===== src/rtl/keccak_req_arbiter.sv =====
// Round-robin arbiter sharing one keccak_core between NUM_REQ hashing clients.
// Optional squeeze watchdog enabled by defining KECCAK_ARB_TIMEOUT_EN.
module keccak_req_arbiter #(
  parameter int NUM_REQ        = 4,
  parameter int DWIDTH         = 64,
  parameter int KEEP_WIDTH     = 8,
  parameter int OUT_DWIDTH     = 256,
  parameter int MODE_W         = 2,
  parameter int TIMEOUT_CYCLES = 1024
) (
  input  logic                           clk,
  input  logic                           rst,
  input  logic [NUM_REQ-1:0]             req_i,
  input  logic [NUM_REQ*MODE_W-1:0]      mode_i,
  input  logic [NUM_REQ-1:0]             stop_i,
  output logic [NUM_REQ-1:0]             grant_o,
  input  logic [NUM_REQ*DWIDTH-1:0]      s_data_i,
  input  logic [NUM_REQ-1:0]             s_valid_i,
  input  logic [NUM_REQ-1:0]             s_last_i,
  input  logic [NUM_REQ*KEEP_WIDTH-1:0]  s_keep_i,
  output logic [NUM_REQ-1:0]             s_ready_o,
  output logic [OUT_DWIDTH-1:0]          m_data_o,
  output logic [KEEP_WIDTH-1:0]          m_keep_o,
  output logic                           m_last_o,
  output logic [NUM_REQ-1:0]             m_valid_o,
  input  logic [NUM_REQ-1:0]             m_ready_i,
  output logic                           core_start_o,
  output logic [MODE_W-1:0]              core_mode_o,
  output logic                           core_stop_o,
  output logic [DWIDTH-1:0]              core_data_o,
  output logic                           core_valid_o,
  output logic                           core_last_o,
  output logic [KEEP_WIDTH-1:0]          core_keep_o,
  input  logic                           core_ready_i,
  input  logic [OUT_DWIDTH-1:0]          core_data_i,
  input  logic [KEEP_WIDTH-1:0]          core_keep_i,
  input  logic                           core_last_i,
  input  logic                           core_valid_i,
  output logic                           core_out_ready_o,
  output logic                           busy_o,
  output logic                           err_timeout_o
);

  localparam int IDX_W = (NUM_REQ > 1) ? $clog2(NUM_REQ) : 1;

  localparam logic [2:0] S_IDLE    = 3'd0;
  localparam logic [2:0] S_START   = 3'd1;
  localparam logic [2:0] S_ABSORB  = 3'd2;
  localparam logic [2:0] S_SQUEEZE = 3'd3;
  localparam logic [2:0] S_RELEASE = 3'd4;

  if (NUM_REQ < 2 || NUM_REQ > 8 || TIMEOUT_CYCLES < 1) begin : g_param_check
    $error("keccak_req_arbiter: unsupported parameter set");
  end

  logic [2:0]         state_q, state_d;
  logic [NUM_REQ-1:0] grant_q, grant_d;
  logic [IDX_W-1:0]   owner_q, owner_d;
  logic [IDX_W-1:0]   ptr_q, ptr_d;
  logic [MODE_W-1:0]  mode_q, mode_d;
  logic [IDX_W-1:0]   sel, cand;

  logic absorb, squeeze;
  logic g_valid, g_last, g_stop, g_mready;
  logic out_xfer, timeout_hit;

  assign absorb   = (state_q == S_ABSORB);
  assign squeeze  = (state_q == S_SQUEEZE);
  assign g_valid  = s_valid_i[owner_q];
  assign g_last   = s_last_i[owner_q];
  assign g_stop   = stop_i[owner_q];
  assign g_mready = m_ready_i[owner_q];

  // Walk from the highest offset down so the last hit is the first request at/after ptr_q.
  always_comb begin
    sel  = ptr_q;
    cand = '0;
    for (int i = NUM_REQ - 1; i >= 0; i--) begin
      cand = IDX_W'((int'(ptr_q) + i) % NUM_REQ);
      if (req_i[cand]) sel = cand;
    end
  end

  always_comb begin
    core_data_o      = absorb ? s_data_i[int'(owner_q)*DWIDTH +: DWIDTH] : '0;
    core_keep_o      = absorb ? s_keep_i[int'(owner_q)*KEEP_WIDTH +: KEEP_WIDTH] : '0;
    core_valid_o     = absorb & g_valid;
    core_last_o      = absorb & g_last;
    s_ready_o        = absorb ? (grant_q & {NUM_REQ{core_ready_i}}) : '0;
    m_data_o         = core_data_i;
    m_keep_o         = core_keep_i;
    m_last_o         = squeeze & core_last_i;
    m_valid_o        = squeeze ? (grant_q & {NUM_REQ{core_valid_i}}) : '0;
    core_out_ready_o = squeeze & g_mready & ~g_stop;
    core_start_o     = (state_q == S_START);
    core_stop_o      = squeeze & (g_stop | timeout_hit);
    err_timeout_o    = squeeze & ~g_stop & timeout_hit;
    busy_o           = (state_q != S_IDLE);
    grant_o          = grant_q;
    core_mode_o      = mode_q;
  end

  assign out_xfer = core_valid_i & core_out_ready_o;

  always_comb begin
    state_d = state_q;
    grant_d = grant_q;
    owner_d = owner_q;
    ptr_d   = ptr_q;
    mode_d  = mode_q;
    case (state_q)
      S_IDLE: begin
        if (|req_i) begin
          grant_d      = '0;
          grant_d[sel] = 1'b1;
          owner_d      = sel;
          mode_d       = mode_i[int'(sel)*MODE_W +: MODE_W];
          state_d      = S_START;
        end
      end
      S_START: state_d = S_ABSORB;
      S_ABSORB: begin
        if (g_valid & core_ready_i & g_last) state_d = S_SQUEEZE;
      end
      S_SQUEEZE: begin
        // A stop request wins over a coinciding last beat; out_xfer is already blocked by it.
        if (g_stop | timeout_hit | (out_xfer & core_last_i)) begin
          state_d = S_RELEASE;
          grant_d = '0;
          ptr_d   = (owner_q == IDX_W'(NUM_REQ - 1)) ? '0 : owner_q + 1'b1;
        end
      end
      S_RELEASE: state_d = S_IDLE;
      default:   state_d = S_IDLE;
    endcase
  end

  always_ff @(posedge clk or posedge rst) begin
    if (rst) begin
      state_q <= S_IDLE;
      grant_q <= '0;
      owner_q <= '0;
      ptr_q   <= '0;
      mode_q  <= '0;
    end else begin
      state_q <= state_d;
      grant_q <= grant_d;
      owner_q <= owner_d;
      ptr_q   <= ptr_d;
      mode_q  <= mode_d;
    end
  end

`ifdef KECCAK_ARB_TIMEOUT_EN
  localparam int TO_W = $clog2(TIMEOUT_CYCLES + 1);

  logic [TO_W-1:0] to_cnt_q, to_cnt_d;
  logic            stall;

  assign stall       = squeeze & core_valid_i & ~g_mready;
  assign timeout_hit = stall & (to_cnt_q == TO_W'(TIMEOUT_CYCLES - 1));

  // Counter sits at zero outside SQUEEZE, so every squeeze phase starts fresh.
  always_comb begin
    to_cnt_d = to_cnt_q;
    if (!squeeze)      to_cnt_d = '0;
    else if (out_xfer) to_cnt_d = '0;
    else if (stall)    to_cnt_d = to_cnt_q + 1'b1;
  end

  always_ff @(posedge clk or posedge rst) begin
    if (rst) to_cnt_q <= '0;
    else     to_cnt_q <= to_cnt_d;
  end
`else
  assign timeout_hit = 1'b0;
`endif

endmodule


===== config.mk =====
export PLATFORM = sky130hd
export DESIGN_NAME = keccak_req_arbiter
export DESIGN_NICKNAME = d
export VERILOG_FILES = /design/src/rtl/keccak_req_arbiter.sv
export SDC_FILE = /design/constraint.sdc
export NUM_CORES = 1
export LEC_CHECK = 0
export BUFFER_PORTS_ARGS = -buffer_cell sky130_fd_sc_hd__buf_4
export CAP_MARGIN = 5
export CELL_PAD_IN_SITES_DETAIL_PLACEMENT = 2
export CELL_PAD_IN_SITES_GLOBAL_PLACEMENT = 2
export CORE_AREA = 2 2 371 373
export CTS_CLUSTER_SIZE = 25
export DETAILED_ROUTE_END_ITERATION = 8
export DIE_AREA = 0 0 373 375
export PLACE_DENSITY_LB_ADDON = 0.1
export SLEW_MARGIN = 20
export SYNTH_ARGS = -nofsm -noshare
export SYNTH_HDL_FRONTEND = slang
export SYNTH_SLANG_ARGS = --single-unit

===== constraint.sdc =====
create_clock -name clk -period 2.2 [get_ports clk]
set_clock_uncertainty 0.15 [all_clocks]
set_input_delay 0.11 -clock clk [delete_from_list [all_inputs] [get_ports clk]]
set_output_delay 0.11 -clock clk [all_outputs]
set_load 0.01 [all_outputs]

# After elaboration in Yosys (flattened, before gate mapping)
# Index checks and enable logic that the tools add are counted.
# totals
ff_bits	13
input_bits	585
output_inout_bits	358
# classes
order_cmp	7
addsub	4
mux	34
n_reduce_logical	9
n_bitwise	14
shifts	3
eq_ne	7
# op_table
cell	n
variable part select 256 x 9 -> 64 bit	1
2-to-1 mux 64 bit	1
variable part select 32 x 6 -> 8 bit	1
less-than comparator 2 x 3 -> 1 bit (second input constant)	6
binary-select mux 1 bit (select 2 bit)	8
2-to-1 mux 4 bit	4
case mux 3 bit (4 select lines)	1
AND 1 bit	10
2-to-1 mux 2 bit	5
2-to-1 mux 1 bit	9
2-to-1 mux 3 bit	3
AND 4 bit	2
2-to-1 mux 8 bit	1
case mux 4 bit (2 select lines)	1
variable part select 8 x 4 -> 2 bit	1
== test 3 x 2 -> 1 bit (second input constant)	2
AND reduction 3 bit	2
adder 2 x 1 -> 2 bit (second input constant)	2
adder 2 bit (second input constant)	2
!= test 2 x 1 -> 1 bit (second input constant)	2
AND reduction 2 bit	2
OR reduction 4 bit	1
== test 3 x 1 -> 1 bit (second input constant)	1
logical NOT 3 bit	1
other kinds (9)	9

# Longest topological paths before layout
# depth
word_depth	13
mapped_depth	6
mapped_depth_nobuf	5

# Worst setup path before layout
# No wires, ideal clock.
# synth_path
path_kind	flip-flop to output port
startpoint	register owner_q[0]
endpoint	output port core_data_o[12]
path_slack_ns	0.396
arrival_ns	1.544
path_buffers	3
stages_incl_launch_ff	6
path_cell_list	dfrtp_1 -> buf_6 -> buf_6 -> buf_4 -> mux4_2 -> and3_1
# synth_via
elab_chain_len	2
# synth_lines
element	line	rtl
start: declaration	58	logic [IDX_W-1:0] owner_q, owner_d;
start signal: assignment	148	owner_q <= owner_d;
variable part select 256 x 9 -> 64 bit	85	core_data_o = absorb ? s_data_i[int'(owner_q)*DWIDTH +: DWIDTH] : '0;
2-to-1 mux 64 bit	85	
end: declaration	30	output logic [DWIDTH-1:0] core_data_o,
# Every way passes these cells.

# Final worst setup path
# layout_path
startpoint	register owner_q[0]
endpoint	output port core_data_o[34]
# Same word-level chain as after synthesis.

==> impl_metrics.json <==
{
  "drive_above_1_share_pct": 86.5,
  "initial_core_util_pct": 3.77,
  "antenna_found_initial": 15,
  "ff2ff_setup_slack_ns": 0.05,
  "critPathCapture": "core_data_o[34]",
  "crit_path_top_delay_cell": "dfrtp_4",
  "hpwlAfterDp_microns": 38200,
  "required_ns": 1.94,
  "grt_setup_unrepaired": "yes",
  "clock_sinks": 13,
  "netlist_instances": 535,
  "die_area_sq_mm": 0.140,
  "pin_count": 943,
  "synthMuxAreaShare_pct": 34.6,
  "cap_violations": 0,
  "power.leakage_nw": 3.60,
  "met2_length_microns": 21900,
  "synth-adder-area-share_pct": 0.244,
  "violations": "negative setup slack",
  "setup_tns_ns": -1.32,
  "r2r_cells": 5,
  "finalCritPeriodShare_pct": 104,
  "drt_iter0_drc": 112,
  "cts_tree": "done",
  "crit_type": "reg -> out",
  "path_depth": 6,
  "async_reset_ff_share_pct": 100,
  "routedWlPerCell_microns": 17.6,
  "clockBufferDepth": 2,
  "yosys_warnings": 0,
  "r2r-start": "owner_q[0]",
  "synth_compound_area_share_pct": 3.02,
  "grt.overflow.total": 0,
  "core_sq_mm": 0.136,
  "power.density_mw_per_mm2": 948,
  "slew_headroom_pct": 56.3,
  "setup_slack_ns": -0.0859,
  "seq_area_frac_synth_pct": 6.34,
  "synth_top_family_by_area": "buffers and inverters",
  "cp_slowest_stage_delay_ns": 0.51,
  "cts.clk_slew.worst_paths_ns": 0.05,
  "fin_crit_ns": 2.29,
  "clockRootBuffer": "clkbuf_16",
  "r2r_end": "state_q[0]",
  "cp-end-kind": "primary output",
  "cts_buffers": 3,
  "path_max_fanout": 10,
  "wirelength_microns": 43700,
  "fmax_ghz": 0.437,
  "synth_edf_count": 0,
  "crit_top_cell": "buf_16",
  "synth_seq_cells": 13,
  "die_height_microns": 375,
  "dp.cells": 2468,
  "first_pass_iters": 4,
  "port_buffers": 413,
  "dp_slack_ns": 0.102,
  "routabilityCongestion": 0.660,
  "synth_cell_types": 36,
  "worst_slew_pin_slew_ns": 0.654,
  "ant_nets": 0,
  "dr_wl_met3_microns": 5710,
  "synth-main-ff-cell": "dfrtp_1",
  "arrival_ns": 2.03,
  "finalHoldViolCount": 0,
  "synth_nets": 1121,
  "instances_no_fill": 2490,
  "routed.top_layer": "met5",
  "insertion_delay_ns": 0.25,
  "grt_pass1_wl_microns": 57000,
  "syn_avg_cell_area_sq_um": 9.60,
  "wl_met1_microns": 14700,
  "fin_util_pct": 6.95,
  "grt_usage_pct": 5.97,
  "yosys.area_share.simple_pct": 13.2,
  "cp-start-kind": "flop",
  "route.detailed.drc": 0,
  "status": "finished with violations",
  "netlist_area_sq_mm": 0.00513,
  "path_delay_family": "buffers and inverters",
  "startpoint": "owner_q[0]",
  "slew_viol_final": 0,
  "worstPathCellList": "buf_16 > buf_12 > buf_16 > mux4_2 > and3_4 > buf_6",
  "peakVddDrop_mv": 0.504,
  "die_w_microns": 373,
  "viasPerCell": 1.97,
  "num-nets-final": 1282,
  "hold_class": "in -> reg",
  "grt_max_degree": 45,
  "num_rows": 136,
  "finalSetupViolations": 29,
  "htree_levels": 1,
  "post_synth_xor_area_fraction_pct": 0,
  "grt_pass1_vias": 5937,
  "vias": 4905,
  "area_growth_pct": 84.6,
  "crit_buf_inv": 4
}
[sequential cells by signal, summed over array words and instances, names as in the netlist]
name,count
ptr_q,2
owner_q,2
core_mode_o,2
state_q,3
grant_o,4
[cell usage after synthesis, drive strengths merged (2+ instances only)]
| cell type | number | area (sq um) |
|---|---|---|
| buf | 282 | 2100 |
| and3 | 82 | 513 |
| mux4 | 76 | 1710 |
| clkbuf | 18 | 67.6 |
| dfrtp | 13 | 325 |
| nor2 | 10 | 40.0 |
| nand2 | 8 | 30.0 |
| a21oi | 4 | 23.8 |
| inv | 4 | 15.0 |
| mux2i | 4 | 40.0 |
| and2 | 3 | 18.8 |
| nor2b | 3 | 18.8 |
| nor3 | 3 | 15.0 |
| a22o | 2 | 17.5 |
| mux2 | 2 | 22.5 |
| nor4 | 2 | 12.5 |
| o21ai | 2 | 10.0 |
| o221ai | 2 | 17.5 |
| o2bb2ai | 2 | 17.5 |
[area by class of cell]
| class | instances | area (sq um) |
|---|---|---|
| fill | 16000 | 127000 |
| timing repair buffer | 456 | 3860 |
| multi-input combinational | 218 | 2940 |
| tap | 1794 | 2240 |
| sequential | 13 | 337 |
| clock buffer | 4 | 78.8 |
| inverter | 4 | 15.0 |
| antenna | 1 | 2.50 |
[cells by family (layout without fill, tap and decap cells)]
kind of cell / count (synthesis) / count (layout)
AO/OA/AOI/OAI: 19 / 19
adder cells (fa/ha/maj): 1 / 1
buffers and inverters: 304 / 464
flip-flops: 13 / 13
multiplexers: 82 / 82
other: 1 / 2
AND/OR/NAND/NOR: 115 / 115
[power breakdown]
group / total (mW) / switching, mW / internal, mW / leakage (nW)
Sequential: 0.573 / 0.211 / 0.362 / 0.160
Combinational: 8.05 / 3.65 / 4.40 / 3.40
Clock: 0.363 / 0.117 / 0.246 / 0.0382
[per-stage QoR]
step                      cell area [sq um]  power (mW)  hold slack [ns]
after floorplan                        5130        4.31           -0.163
after global placement                 8640        7.67           0.0701
after detailed placement               8640        7.62           0.0701
after CTS                              9200        8.95           0.0659
after global routing                   9480        9.80           0.0700
final                                  9480        8.98           0.0572
[worst min-delay path, delay by kind of cell]
kind | cells | cell delay [ns]
buffers and inverters | 1 | 0.08
multiplexers | 1 | 0.06
AO/OA/AOI/OAI | 1 | 0.16
[per-layer routing]
metal,vias to the layer above,GRT usage [%]
met2,417,10.5
met4,12,1.83
met3,138,3.38
met1,2351,5.89
met5,-,0
li1,1987,-
[layout by cell type (no fill, tap or decap), types with 2 or more instances in the layout]
master / count
and3_4: 52
and3_1: 30
o221ai_1: 2
inv_1: 4
nor2_1: 8
a21oi_1: 3
dfrtp_4: 3
o21ai_0: 2
buf_16: 6
buf_6: 50
buf_12: 10
a22o_1: 2
and2_1: 3
nor2_4: 2
mux4_2: 76
mux2i_1: 4
nor3_1: 2
dfrtp_1: 10
mux2_4: 2
nor2b_1: 3
o2bb2ai_2: 2
buf_4: 389
clkbuf_16: 3
nand2_1: 8
[how the worst min path moves through the flow]
stage,cells past startpoint,to,start,slack (ns)
finish,3,core_mode_o[1],mode_i[7],0.06
global route,0,m_data_o[65],core_data_i[65],0.07
CTS,3,state_q[2],core_last_i,0.07
detailed placement,0,m_data_o[11],core_data_i[11],0.07
global placement,0,m_data_o[11],core_data_i[11],0.07
floorplan,1,core_mode_o[0],rst,-0.16
[timing repair]
item | in CTS | in global routing
gates resized for setup | 62 | 59
pin swaps | 3 | 1
setup endpoints to repair | 61 | 76
buffers inserted | 12 | 1
cloned | 3 | 0
hold buffers | 1 | 0
endpoints found under the hold margin | 13 | 0
Power figures use the tool's default switching activity.
